`config.mk`:
```
export PLATFORM = sky130hd
export DESIGN_NAME = alu_exec_unit
export DESIGN_NICKNAME = d
export VERILOG_FILES = /design/src/rtl/alu_exec_unit.sv
export SDC_FILE = /design/constraint.sdc
export NUM_CORES = 1
export LEC_CHECK = 0
export ABC_AREA = 1
export CAP_MARGIN = 20
export CORE_MARGIN = 5
export CORE_UTILIZATION = 59
export DETAILED_ROUTE_END_ITERATION = 8
export HOLD_SLACK_MARGIN = 0.08
export PLACE_DENSITY = 0.83
export SETUP_SLACK_MARGIN = 0.15
export SYNTH_ARGS = -nofsm -noshare
export SYNTH_HDL_FRONTEND = slang
export SYNTH_SLANG_ARGS = --single-unit
```
`constraint.sdc`:
```
create_clock -name clk -period 2 [get_ports clk]
set_input_delay 0.4 -clock clk [delete_from_list [all_inputs] [get_ports clk]]
set_output_delay 0.4 -clock clk [all_outputs]
set_load 0.02 [all_outputs]
```
`src/rtl/alu_exec_unit.sv`:
```
// ---------------------------------------------------------------------------
// alu_exec_unit
//   Execute-stage ALU. Takes a 3-bit ALU control code and two operands, and
//   returns a registered result with a zero flag. Most operations finish in
//   one cycle. SLL with a non-zero shift amount runs on an iterative shifter
//   that moves one bit per cycle. Valid/ready handshakes on the input and
//   output sides let the pipeline stall while a shift is running or while
//   the consumer is not ready.
//
// Parameters
//   WIDTH     operand/result width
//   SHW       shift-amount width (clog2(WIDTH))
//
// Ports
//   clk        clock, rising edge
//   rst_n      asynchronous reset, active-low
//   in_valid   operation presented
//   in_ready   unit accepts the operation this cycle
//   ALUin      NOP=000 ADD=001 SUB=010 AND=011 OR=100 XOR=101 SLT=110 SLL=111
//   op_a       operand A (rs)
//   op_b       operand B (rt/immediate); SLL source
//   shamt      shift amount, SLL only
//   out_valid  result/zero valid
//   out_ready  consumer takes the result this cycle
//   result     operation result
//   zero       result == 0
// ---------------------------------------------------------------------------
module alu_exec_unit #(
    parameter int WIDTH = 32,
    parameter int SHW   = 5
) (
    input  logic             clk,
    input  logic             rst_n,
    input  logic             in_valid,
    output logic             in_ready,
    input  logic [2:0]       ALUin,
    input  logic [WIDTH-1:0] op_a,
    input  logic [WIDTH-1:0] op_b,
    input  logic [SHW-1:0]   shamt,
    output logic             out_valid,
    input  logic             out_ready,
    output logic [WIDTH-1:0] result,
    output logic             zero
);

    // state   | meaning
    // S_IDLE  | ready for a new op; output register may hold a pending result
    // S_SHIFT | iterative SLL in progress, input side stalled
    typedef enum logic {
        S_IDLE  = 1'b0,
        S_SHIFT = 1'b1
    } state_t;

    localparam logic [2:0] OP_NOP = 3'b000;
    localparam logic [2:0] OP_ADD = 3'b001;
    localparam logic [2:0] OP_SUB = 3'b010;
    localparam logic [2:0] OP_AND = 3'b011;
    localparam logic [2:0] OP_OR  = 3'b100;
    localparam logic [2:0] OP_XOR = 3'b101;
    localparam logic [2:0] OP_SLT = 3'b110;
    localparam logic [2:0] OP_SLL = 3'b111;

    state_t           state_q;
    logic [WIDTH-1:0] sreg_q;
    logic [SHW-1:0]   cnt_q;
    logic [WIDTH-1:0] result_q;
    logic             zero_q;
    logic             out_valid_q;

    logic [WIDTH-1:0] alu_d;
    logic [WIDTH-1:0] sreg_shl_d;
    logic             slt_d;
    logic             accept;
    logic             multi_cycle;

    // The input side may move whenever the output register is empty or is
    // being drained on this same edge. This is what allows one op per cycle.
    assign in_ready    = (state_q == S_IDLE) && (!out_valid_q || out_ready);
    assign accept      = in_valid && in_ready;
    assign multi_cycle = (ALUin == OP_SLL) && (shamt != '0);

    assign slt_d      = $signed(op_a) < $signed(op_b);
    assign sreg_shl_d = sreg_q << 1;

    // Single-cycle datapath. SLL lands here only when shamt is 0, where the
    // result is op_b unchanged.
    always_comb begin
        alu_d = '0;
        case (ALUin)
            OP_NOP:  alu_d = '0;
            OP_ADD:  alu_d = op_a + op_b;
            OP_SUB:  alu_d = op_a - op_b;
            OP_AND:  alu_d = op_a & op_b;
            OP_OR:   alu_d = op_a | op_b;
            OP_XOR:  alu_d = op_a ^ op_b;
            OP_SLT:  alu_d = {{(WIDTH-1){1'b0}}, slt_d};
            OP_SLL:  alu_d = op_b;
            default: alu_d = '0;
        endcase
    end

    always_ff @(posedge clk or negedge rst_n) begin
        if (!rst_n) begin
            state_q     <= S_IDLE;
            sreg_q      <= '0;
            cnt_q       <= '0;
            result_q    <= '0;
            zero_q      <= 1'b1;
            out_valid_q <= 1'b0;
        end else begin
            case (state_q)
                S_IDLE: begin
                    if (accept) begin
                        if (multi_cycle) begin
                            sreg_q      <= op_b;
                            cnt_q       <= shamt;
                            out_valid_q <= 1'b0;
                            state_q     <= S_SHIFT;
                        end else begin
                            result_q    <= alu_d;
                            zero_q      <= (alu_d == '0);
                            out_valid_q <= 1'b1;
                        end
                    end else if (out_ready) begin
                        out_valid_q <= 1'b0;
                    end
                end

                S_SHIFT: begin
                    cnt_q <= cnt_q - 1'b1;
                    if (cnt_q == {{(SHW-1){1'b0}}, 1'b1}) begin
                        // The final shift goes straight into the output
                        // register, so the latency equals shamt.
                        result_q    <= sreg_shl_d;
                        zero_q      <= (sreg_shl_d == '0);
                        out_valid_q <= 1'b1;
                        state_q     <= S_IDLE;
                    end else begin
                        sreg_q <= sreg_shl_d;
                    end
                end

                default: state_q <= S_IDLE;
            endcase
        end
    end

    assign out_valid = out_valid_q;
    assign result    = result_q;
    assign zero      = zero_q;

endmodule
```
==> results of run 1 <==
-- metrics by stage --
| stage | setup TNS, ps | setup WS (ps) | util (%) |
|---|---|---|---|
| 2_1_floorplan | -282 | -187 | - |
| 3_5_place_dp | -45190 | -1440 | 83.9 |
| 3_3_place_gp | -38380 | -1380 | 83.9 |
-- kinds of logic after synthesis --
family / Yosys count / synth area share (%)
and+or+nand+nor: 853 / 35.6
buffers and inverters: 366 / 14.5
AOI/OAI and AO/OA: 272 / 16.8
adders and majority gates: 117 / 15.0
DFF: 71 / 18.0
xor gates and xnor gates: 1 / 0.0887
==> metrics.md, run 1 <==
| Metric | Value |
|---|---|
| CTS Buf Count | 9 |
| Area leader, netlist | nand2_1 |
| Number of buffers added on ports | 110 |
| Die Span X | 139 um |
| Post-synth EDFFs | 0 |
| CTS H-tree lvls | 3 |
| HPWL after detailed placement | 33100 um |
| Count of cell types in the netlist | 42 |
| Sequential area share after synthesis | 18.0% |
| Placed Cells | 2272 |
| Dominant synthesized flop cell | dfrtp_1 |
| Postcts setup bufs | 79 |
| Mapped Avg Cell Area | 5.88 um2 |
| CTS Root Cell | clkbuf_16 |
| Synthesized flop and latch total | 71 |
| PostCTS Resize Cnt | 827 |
| Yosys top cell area share | 19.5% |
| # hold bufs at CTS | 1 |
| Outcome | aborted with a tool error |
| Routability congestion estimate | 1.22 |
| Commonest cells in the netlist | 512 x nand2_1, 277 x inv_1, 144 x nand3_1 |
| Io pins | 111 |
| Starting Density | 59.7% |
| First error | [ERROR DPL-0038] Utilization greater than 100%, impossible to legalize |
| Post-Syn Instances | 1680 |
| CTS Buffer Depth | 2 |
| Async SR Flop Fraction | 100% |
| Mapped Area | 9870 um2 |
| DIE HEIGHT | 139 um |
| Placed cell area | 13900 um2 |
| Yosys warnings | 0 |
| Largest cells by area after synthesis | nand2_1 19%, dfrtp_1 18%, ha_1 15% |
| FP Rows | 47 |
| Count leader, synth | nand2_1 |
| Synthesized net count | 1873 |
| Halt Stage | clock tree synthesis (4_1_cts) |
| Clk sinks | 71 |
==> run 2: changes to the inputs <==
--- a/config.mk
+++ b/config.mk
@@ -8,11 +8,9 @@
 export ABC_AREA = 1
 export CAP_MARGIN = 20
 export CORE_MARGIN = 5
-export CORE_UTILIZATION = 59
+export CORE_UTILIZATION = 40
 export DETAILED_ROUTE_END_ITERATION = 8
-export HOLD_SLACK_MARGIN = 0.08
-export PLACE_DENSITY = 0.83
-export SETUP_SLACK_MARGIN = 0.15
+export PLACE_DENSITY_LB_ADDON = 0.15
 export SYNTH_ARGS = -nofsm -noshare
 export SYNTH_HDL_FRONTEND = slang
 export SYNTH_SLANG_ARGS = --single-unit
==> run 2 against run 1 <==
The flow now finishes, with violations (negative setup slack). Area after synthesis stayed put. Synthesized cell count stayed put.
==> metrics.md, run 2 <==
| Metric | Value |
|---|---|
| Number of remaining DRC errors | 0 |
| Worst Path Max Fanout | 5 |
| Most common library cell in the layout ignoring fill and taps | buf_4 |
| Via count of the first global-routing pass | 13.8k |
| Final instance area | 18700 um2 |
| Crit path from | op_b[6] |
| Simple-gate share of the synthesized area | 35.6% (unchanged) |
| CTS Root Cell | clkbuf_16 |
| CTS Buffer Depth | 2 (unchanged) |
| WP data arrival | 2650 ps |
| CORE AREA | 24300 um2 |
| Main combinational cell family by area after synthesis | simple AND/OR/NAND/NOR gates |
| First-pass iteration count of the detailed router | 7 |
| All-Layer GR Usage | 33.5% |
| Outcome | finished with violations |
| Clk sinks | 71 (unchanged) |
| Pwr per Cell Area | 694 nW/um2 |
| Mean routed wirelength per cell | 19.4 um |
| Dominant synthesized flop cell | dfrtp_1 |
| Synthesized net count | 1873 (unchanged) |
| Layout cells sized above 1 | 54.6% |
| FP Rows | 57 (+21%) |
| # hold bufs at CTS | 0 (-1) |
| Post-synthesis xor/xnor area fraction | 0.0887% (unchanged) |
| Critical Path End Type | register |
| WL final | 49600 um |
| Mapped Avg Cell Area | 5.88 um2 (unchanged) |
| DIE HEIGHT | 167 um (+20%) |
| Starting Density | 40.6% (-19 points) |
| Tmin final | 2380 ps |
| HPWL after detailed placement | 38000 um (+15%) |
| Max-cap viol count | 0 |
| Max FFs per register | 32 |
| Die Area | 27900 um2 |
| Post-Syn Instances | 1680 (unchanged) |
| Sum Neg Setup Slack | -2640 ps |
| Most frequent cells in the layout | 392 x buf_4, 317 x nand2_1, 164 x inv_1 |
| Diode count | 0 |
| Crit start category | primary input |
| Placed cell area | 14300 um2 (+3.5%) |
| Async SR Flop Fraction | 100% (unchanged) |
| Fin Hold WS | 47.8 ps |
| Yosys top cell area share | 19.5% (unchanged) |
| Worst setup path class | primary input to register |
| Final setup vio count | 21 |
| CTS Buf Count | 9 (unchanged) |
| Number of buffers added on ports | 110 (unchanged) |
| Actual transition at the worst max-transition pin | 551 ps |
| Mapped Area | 9870 um2 (unchanged) |
| Violated checks | negative setup slack |
| Routability congestion estimate | 1.01 (-17%) |
| Largest cells by area after synthesis | nand2_1 19%, dfrtp_1 18%, ha_1 15% |
| Commonest cells in the netlist | 512 x nand2_1, 277 x inv_1, 144 x nand3_1 |
| Yosys warnings | 0 (unchanged) |
| Synthesized flop and latch total | 71 (unchanged) |
| Area added between synthesis and finish | 89.6% |
| Vias/cell | 5.40 |
| Count of cell types in the netlist | 42 (unchanged) |
| Drt initial violations | 975 |
| Final Cycle Share | 119% |
| Peak VDD IR | 744 uV |
| Final Hold Viols | 0 |
| Area leader, netlist | nand2_1 |
| Largest net degree at the start of global routing | 45 |
| Die Span X | 167 um (+20%) |
| Compound-Gate Fraction of Synth Area | 16.8% (unchanged) |
| Antenna violations before repair | 0 |
| Post-synth EDFFs | 0 (unchanged) |
| Reg clk slew, reported paths | 60 ps |
| Post-Synth Adder-Cell Area | 15.0% (unchanged) |
| RSZ-0062 raised after global routing | yes |
| Io pins | 111 (unchanged) |
| Rel. slew slack | 63.3% |
| Worst min-delay path category | primary input to async pin |
| First-pass GRT wire length | 74700 um |
| Vias | 13.8k |
| Critical R2R Launch | cnt_q[1]$_DFFE_PN0P_ |
| Antenna-violating nets left | 0 |
| PnR worst setup slack | -376 ps |
| Achievable frequency | 0.421 GHz |
| Grt ovf | 0 |
| Count leader, synth | nand2_1 |
| Post-synthesis mux area share | 0% (unchanged) |
| Final max-slew violation count | 0 |
| NumNets Final | 2419 |
| Leakage | 9.22 nW |
| Data required time of the worst path | 2270 ps |
| CTS tree | built |
| Worst slack at placement | -1440 ps (+9.22 ps) |
| Sequential area share after synthesis | 18.0% (unchanged) |
| Fin Clk Skew | 4.07 ps |
| Worst-Skew Late Latency | 340 ps |
| CTS H-tree lvls | 3 (unchanged) |
[run 2: cell counts after synthesis]
No cell type changed its count.
[run 2: cell families (layout without fill, tap and decap cells)]
kind of cell,after synthesis,in the layout
AND/OR/NAND/NOR,853,853
buffers and inverters,366,917
AO/OA/AOI/OAI,272,272
adder cells (fa/ha/maj),117,117
flip-flops,71,71
XOR/XNOR,1,1
[run 2: metal layers]
metal,share of wire [%],track usage (%)
met1,39,39.9
met2,48,57.5
met3,5.7,4.79
met4,7.8,19.9
met5,0,0
[run 2: worst paths after layout]
path / end / slack [ps] / cells after the start
setup / recovery: zero$_DFFE_PN1P_ / -380 / 21
hold / removal: cnt_q[2]$_DFFE_PN0P_ / 50 / 1
setup reg to reg: result[28]$_DFFE_PN0P_ / 260 / 9
hold reg to reg: result[31]$_DFFE_PN0P_ / 500 / 2
max in group asynchronous: sreg_q[18]$_DFFE_PN0P_ / 1380 / 2
min in group clk: sreg_q[21]$_DFFE_PN0P_ / 420 / 4
[run 2: repair_timing]
action / CTS / global route
setup endpoints to repair: 72 / 62
pin swaps: 262 / 127
setup buffers: 89 / 19
gates resized for setup: 984 / 219
[run 2: layout make-up]
type | count | area (um2)
Inverter | 304 | 1230
Sequential cell | 71 | 1780
Tap cell | 324 | 405
Fill cell | 1845 | 5610
Clock inverter | 5 | 129
Clock buffer | 11 | 243
Timing Repair Buffer | 597 | 5160
Multi-Input combinational cell | 1243 | 9760
[run 2: metrics by stage]
step	util [%]	power, mW	std cells
floorplan	-	5.94	1680
global placement	59.0	9.23	2441
detailed placement	59.0	9.33	2441
CTS	73.5	12.5	2538
global route	77.0	13.8	2555
finish	77.0	13.0	2555
[run 2: worst max-delay path: stages]
cell and delay [ps]:
buf_6 80, inv_4 30, ha_4 320, inv_4 70, buf_6 120, nand2_4 90, inv_4 50, a21oi_4 170
nand2_4 110, nand2_4 90, buf_4 110, nand3_2 50, nand2_1 80, nor2_2 50, nor2_4 180, nand2_1 100
nor2_2 100, nand3_2 90, nor2_1 120, nand3_1 80, a21oi_1 150
[run 2: power by group]
part	total [mW]	switching (mW)	internal [mW]
combinational	8.41	4.67	3.75
clock	2.00	0.617	1.38
sequential	2.59	0.463	2.12
Power figures use the tool's default switching activity.
==> run 3: changes to the inputs <==
==> constraint.sdc (replaced) <==
create_clock -name clk -period 2.3 [get_ports clk]
set_input_delay 0.46 -clock clk [delete_from_list [all_inputs] [get_ports clk]]
set_output_delay 0.46 -clock clk [all_outputs]
set_load 0.02 [all_outputs]
==> run 3 against run 2 <==
Sequential cell count is the same. Routed wire length fell by 6.1%. Cell count fell by 2.3%. Cell area shrank 8.6%. The flow still finishes with violations (negative setup slack). Combinational power down 21%. Sequential power is 14% lower. Clock-buffer cell count down 1. Critical path depth decreased by 4. Clock power decreased by 27%. Hold slack gained 120 ps. First-iteration DRC count grew 3.6%.
==> metrics.md, run 3 (synthesis results as in run 2) <==
| Metric | Value |
|---|---|
| Final Cycle Share | 109% |
| Clk sinks | 71 (unchanged) |
| Io pins | 111 (unchanged) |
| Worst setup path class | primary input to register |
| Grt ovf | 0 (unchanged) |
| CTS tree | built |
| Violated checks | negative setup slack |
| PnR worst setup slack | -205 ps (+171 ps) |
| Max-cap viol count | 0 (unchanged) |
| Most frequent cells in the layout | 379 x buf_4, 370 x nand2_1, 179 x inv_1 |
| Fill count | 2161 (+17%) |
| Actual transition at the worst max-transition pin | 713 ps (+163 ps) |
| Crit start category | primary input |
| CTS H-tree lvls | 3 (unchanged) |
| Worst-Skew Late Latency | 330 ps (about the same) |
| Die Area | 27900 um2 (unchanged) |
| Drt initial violations | 1010 (+3.6%) |
| Antenna violations before repair | 0 (unchanged) |
| RSZ-0062 raised after global routing | yes |
| All-Layer GR Usage | 31.8% (-1.7 points) |
| DIE HEIGHT | 167 um (unchanged) |
| Largest net degree at the start of global routing | 57 (+27%) |
| Starting Density | 40.6% (unchanged) |
| Final max-slew violation count | 0 (unchanged) |
| Internal Power | 5.62 mW (-22%) |
| Routability congestion estimate | 1.01 (+0.16%) |
| Reg area | 1780 um2 (unchanged) |
| CTS Buf Count | 9 (unchanged) |
| Number of buffers added on ports | 110 (unchanged) |
| Placed Cells | 2408 (-1.4%) |
| Number of remaining DRC errors | 0 (unchanged) |
| Sw Ratio | 45.6% (+1.4 points) |
| Vias/cell | 5.29 (-2.1%) |
| Layout cells sized above 1 | 47.7% (-6.9 points) |
| Critical Path End Type | register |
| NumNets Final | 2360 (-2.4%) |
| Tmin final | 2510 ps |
| Final setup vio count | 5 (-76%) |
| Sw power | 4.72 mW (-18%) |
| HPWL after detailed placement | 36700 um (-3.5%) |
| Via count of the first global-routing pass | 13.0k (-5.7%) |
| Antenna-violating nets left | 0 (unchanged) |
| CORE AREA | 24300 um2 (unchanged) |
| Multi-input gate area | 9020 um2 (-7.6%) |
| Mean routed wirelength per cell | 18.7 um (-3.9%) |
| Data required time of the worst path | 2570 ps (+300 ps) |
| Placed cell area | 13900 um2 (-3.0%) |
| Sequential power share | 21.7% (+1.8 points) |
| Die Span X | 167 um (unchanged) |
| Final instance area | 17100 um2 (-8.6%) |
| Max FFs per register | 32 (unchanged) |
| Peak VDD IR | 633 uV (-15%) |
| Worst min-delay path category | primary input to async pin |
| Reg clk slew, reported paths | 60 ps (about the same) |
| WP data arrival | 2780 ps (+130 ps) |
| Diode count | 0 (unchanged) |
| First-pass GRT wire length | 70800 um (-5.1%) |
| Area added between synthesis and finish | 73.3% |
| WL final | 46600 um (-6.1%) |
| Most common library cell in the layout ignoring fill and taps | buf_4 |
| Non-filler cells, final | 2496 (-2.3%) |
| Rel. slew slack | 52.4% (-11 points) |
| CTS Buffer Depth | 2 (unchanged) |
| First-pass iteration count of the detailed router | 9 (+2) |
| # hold bufs at CTS | 0 (unchanged) |
| Final Hold Viols | 0 (unchanged) |
| FP Rows | 57 (unchanged) |
| Comb power frac | 64.0% (-0.7 points) |
| Vias | 13.2k (-4.4%) |
| Pwr per Cell Area | 605 nW/um2 (-13%) |
| Achievable frequency | 0.399 GHz |
| Tot Pwr | 10.3 mW (-20%) |
| Outcome | finished with violations |
| Leakage | 8.68 nW (-5.8%) |
| Fin Clk Skew | 3.72 ps (-0.353 ps) |
| Worst Path Max Fanout | 5 (unchanged) |
| Clk pwr share | 14.3% (-1.1 points) |
| CTS Root Cell | clkbuf_16 |
## run 3: area by class of cell
class	count	area share (%)
clock buffers	10	1.34
clock inverters	6	0.497
inverters	304	6.79
multi-input cells	1243	52.7
flip-flops and latches	71	10.4
well taps	324	2.37
repair buffers	538	25.9
## run 3: worst max-delay path: stages
cell	delay (ps)
dlygate4sd2_1	260
inv_2	80
ha_4	210
buf_4	150
or2_2	290
nand3_1	90
o211ai_1	90
nor2_1	170
nand2_1	120
nor2_2	130
nand3_1	80
nor2_1	110
buf_4	140
nand3_4	80
nor2_4	100
nand3_2	100
a21oi_2	120
## run 3: worst paths after layout
kind | startpoint | endpoint | slack [ps] | cells after the start
setup / recovery | op_b[2] | zero$_DFFE_PN1P_ | -210 | 17
min in group clk | result[0]$_DFFE_PN0P_ | result[0]$_DFFE_PN0P_ | 500 | 2
setup reg to reg | state_q$_DFF_PN0_ | result[30]$_DFFE_PN0P_ | 510 | 7
hold / removal | rst_n | sreg_q[7]$_DFFE_PN0P_ | 160 | 1
max in group asynchronous | rst_n | sreg_q[22]$_DFFE_PN0P_ | 1490 | 2
hold reg to reg | result[0]$_DFFE_PN0P_ | result[0]$_DFFE_PN0P_ | 500 | 2
## run 3: what timing repair did
| item | CTS | global route |
|---|---|---|
| setup buffers | 47 | 28 |
| pin swaps | 145 | 135 |
| setup endpoints to repair | 36 | 25 |
| resized for setup | 566 | 322 |
| gates cloned | 1 | 0 |
## run 3: power by group through the flow
stage / clock (mW) / sequential, mW / combinational (mW)
CTS: 1.50 / 2.24 / 6.18
global route: 1.57 / 2.32 / 7.15
global placement: 0 / 2.24 / 5.46
finish: 1.47 / 2.24 / 6.63
floorplan: 0 / 2.44 / 2.68
detailed placement: 0 / 2.25 / 5.51
## run 3: per-stage QoR
stage	util, %	setup TNS (ps)	setup slack (ps)	hold slack (ps)
2_1_floorplan	-	0	0.754	164
3_3_place_gp	57.2	-34830	-1360	466
3_5_place_dp	57.2	-35520	-1400	490
4_1_cts	66.5	-643	-337	198
5_1_grt	70.3	-1090	-349	206
6_report	70.3	-529	-205	164
## run 3: layer usage
layer / share of wire, % / up-vias / GRT usage (%) / wire length (um)
li1: - / 6357 / - / -
met5: 0 / - / 0 / 0
met2: 49 / 468 / 56.3 / 22800
met3: 4.7 / 137 / 3.94 / 2190
met4: 6.5 / 0 / 15.5 / 3030
met1: 40 / 6236 / 38.2 / 18600
==> run 4: changes to the inputs <==
--- a/config.mk
+++ b/config.mk
@@ -11,6 +11,7 @@
 export CORE_UTILIZATION = 40
 export DETAILED_ROUTE_END_ITERATION = 8
 export PLACE_DENSITY_LB_ADDON = 0.15
+export RECOVER_POWER = 50
 export SYNTH_ARGS = -nofsm -noshare
 export SYNTH_HDL_FRONTEND = slang
 export SYNTH_SLANG_ARGS = --single-unit
==> run 4 against run 3 <==
Sequential share of layout area about the same. Non-clock buffer count unchanged. The flow still finishes with violations (negative setup slack). Clock-buffer cell count is the same. Highest routed layer unchanged. Cell count unchanged. Utilization about the same. Sequential cell count stayed put.
==> metrics.md, run 4 (synthesis results as in run 2) <==
| Metric | Value |
|---|---|
| Tot Pwr | 10.3 mW (-0.25%) |
| Fill count | 2163 (+0.093%) |
| Final max-slew violation count | 0 (unchanged) |
| Max-cap viol count | 0 (unchanged) |
| Rel. slew slack | 7.81% (-45 points) |
| NumNets Final | 2360 (unchanged) |
| Worst min-delay path category | primary input to async pin |
| Vias | 13.2k (-0.27%) |
| Fin Hold WS | 431 ps (+267 ps) |
| Critical Path End Type | register |
| Pwr per Cell Area | 604 nW/um2 (-0.19%) |
| WL final | 46600 um (about the same) |
| Crit-path cells | buf_8 -> inv_4 -> ha_4 -> fa_2 -> inv_2 -> nand2_4 -> nand2_4 -> nand3_4 -> nand2_4 -> nand2_1 -> nand3_1 -> nand4_1 -> nor2_1 -> nand3_1 -> nor2_1 -> buf_4 -> nand3_4 -> nor2_4 -> nand3_2 -> a21oi_2 |
| Worst Path Max Fanout | 2 (-3) |
| CTS Buffer Depth | 2 (unchanged) |
| Largest net degree at the start of global routing | 57 (unchanged) |
| DIE HEIGHT | 167 um (unchanged) |
| WP data arrival | 2780 ps (about the same) |
| First-pass iteration count of the detailed router | 5 (-4) |
| # hold bufs at CTS | 0 (unchanged) |
| Fin Clk Skew | 4.11 ps (+0.392 ps) |
| Final Cycle Share | 109% (+0.18 points) |
| Area added between synthesis and finish | 73.2% (about the same) |
| All-Layer GR Usage | 31.8% (unchanged) |
| Worst setup path class | primary input to register |
| CTS Root Cell | clkbuf_16 |
| Diode count | 0 (unchanged) |
| Most common cell on crit path | nand2_4 |
| Via count of the first global-routing pass | 13.0k (unchanged) |
| Actual transition at the worst max-transition pin | 1380 ps (+669 ps) |
| CORE AREA | 24300 um2 (unchanged) |
| Starting Density | 40.6% (unchanged) |
| HPWL after detailed placement | 36700 um (unchanged) |
| Vias/cell | 5.27 (-0.27%) |
| First-pass GRT wire length | 70800 um (unchanged) |
| Most common library cell in the layout ignoring fill and taps | buf_4 |
| Outcome | finished with violations |
| Grt ovf | 0 (unchanged) |
| Antenna violations before repair | 0 (unchanged) |
| Most frequent cells in the layout | 376 x buf_4, 370 x nand2_1, 179 x inv_1 |
| Number of buffers added on ports | 110 (unchanged) |
| Crit start category | primary input |
| Peak VDD IR | 628 uV (-0.82%) |
| Io pins | 111 (unchanged) |
| FP Rows | 57 (unchanged) |
| Reg clk slew, reported paths | 60 ps (about the same) |
| Max FFs per register | 32 (unchanged) |
| Die Area | 27900 um2 (unchanged) |
| Achievable frequency | 0.399 GHz (-0.16%) |
| Mean routed wirelength per cell | 18.7 um (about the same) |
| Largest delay share family, worst path | simple AND/OR/NAND/NOR gates |
| Worst-Skew Late Latency | 330 ps (about the same) |
| Crit path largest cell delay | 360 ps (+70 ps) |
| PnR worst setup slack | -209 ps (-4.09 ps) |
| Violated checks | negative setup slack |
| CTS H-tree lvls | 3 (unchanged) |
| Number of remaining DRC errors | 0 (unchanged) |
| Die Span X | 167 um (unchanged) |
| Data required time of the worst path | 2570 ps (about the same) |
| RSZ-0062 raised after global routing | yes |
| Slowest CP cell | fa_2 |
| Final Hold Viols | 0 (unchanged) |
| Final setup vio count | 5 (unchanged) |
| Leakage | 8.69 nW (+0.14%) |
| Critical path buffers and inverters | 4 (unchanged) |
| Layout cells sized above 1 | 47.7% (-0.092 points) |
| CTS Buf Count | 9 (unchanged) |
| Drt initial violations | 884 (-12%) |
| Antenna-violating nets left | 0 (unchanged) |
| Clk sinks | 71 (unchanged) |
| CTS tree | built |
| Routability congestion estimate | 1.01 (unchanged) |
| Tmin final | 2510 ps (+4.09 ps) |
run 4: changes by cell type in the layout (fill, tap and decap cells not counted):
cell	previous run	this run
clkdlybuf4s50_1	41	31
clkbuf_2	33	34
buf_4	379	376
clkbuf_1	1	3
dlygate4sd3_1	0	10
run 4: power breakdown:
group	leakage, nW	switching (mW)	total (mW)	internal [mW]
Clock	0.148	0.536	1.48	0.945
Sequential	0.888	0.396	2.24	1.85
Combinational	7.66	3.79	6.60	2.80
Total	8.69	4.72	10.3	5.60
run 4: timing repair:
item,4_1_cts,5_1_grt
endpoints found under the hold margin,0,0
buffers inserted,47,28
gates resized for setup,566,322
cloned,1,0
setup endpoints to repair,36,25
pin swaps,145,135
run 4: routing by layer:
layer	wire length (um)	global-route usage, %
met5	0	0
met4	3010	15.5
met3	2100	3.94
met2	22800	56.3
met1	18700	38.2
run 4: per-stage QoR:
step | util, % | setup TNS (ps) | instances | worst slack (ps) | area [um2]
after detailed placement | 57.2 | -35520 | 2408 | -1400 | 13900
after floorplan | - | 0 | 1680 | 0.754 | 9900
final | 70.3 | -490 | 2496 | -209 | 17100
after CTS | 66.5 | -643 | 2469 | -337 | 16200
after global placement | 57.2 | -34830 | 2408 | -1360 | 13900
after global routing | 70.3 | -1090 | 2496 | -349 | 17100
run 4: cell type report:
class / count / area (um2) / area share (%)
flip-flops and latches: 71 / 1780 / 10.4
clock inverters: 6 / 85.1 / 0.498
clock buffers: 10 / 229 / 1.34
well taps: 324 / 405 / 2.37
inverters: 304 / 1160 / 6.79
repair buffers: 538 / 4420 / 25.8
multi-input cells: 1243 / 9020 / 52.8
run 4: path summary, 6_finish.rpt:
path | start | to | slack, ps | cells past startpoint
hold / removal | rst_n | sreg_q[7]$_DFFE_PN0P_ | 430 | 1
min in group clk | result[25]$_DFFE_PN0P_ | result[25]$_DFFE_PN0P_ | 500 | 2
setup reg to reg | cnt_q[1]$_DFFE_PN0P_ | result[30]$_DFFE_PN0P_ | 510 | 8
hold reg to reg | result[25]$_DFFE_PN0P_ | result[25]$_DFFE_PN0P_ | 500 | 2
max in group asynchronous | rst_n | sreg_q[23]$_DFFE_PN0P_ | 790 | 2
setup / recovery | op_a[0] | zero$_DFFE_PN1P_ | -210 | 20
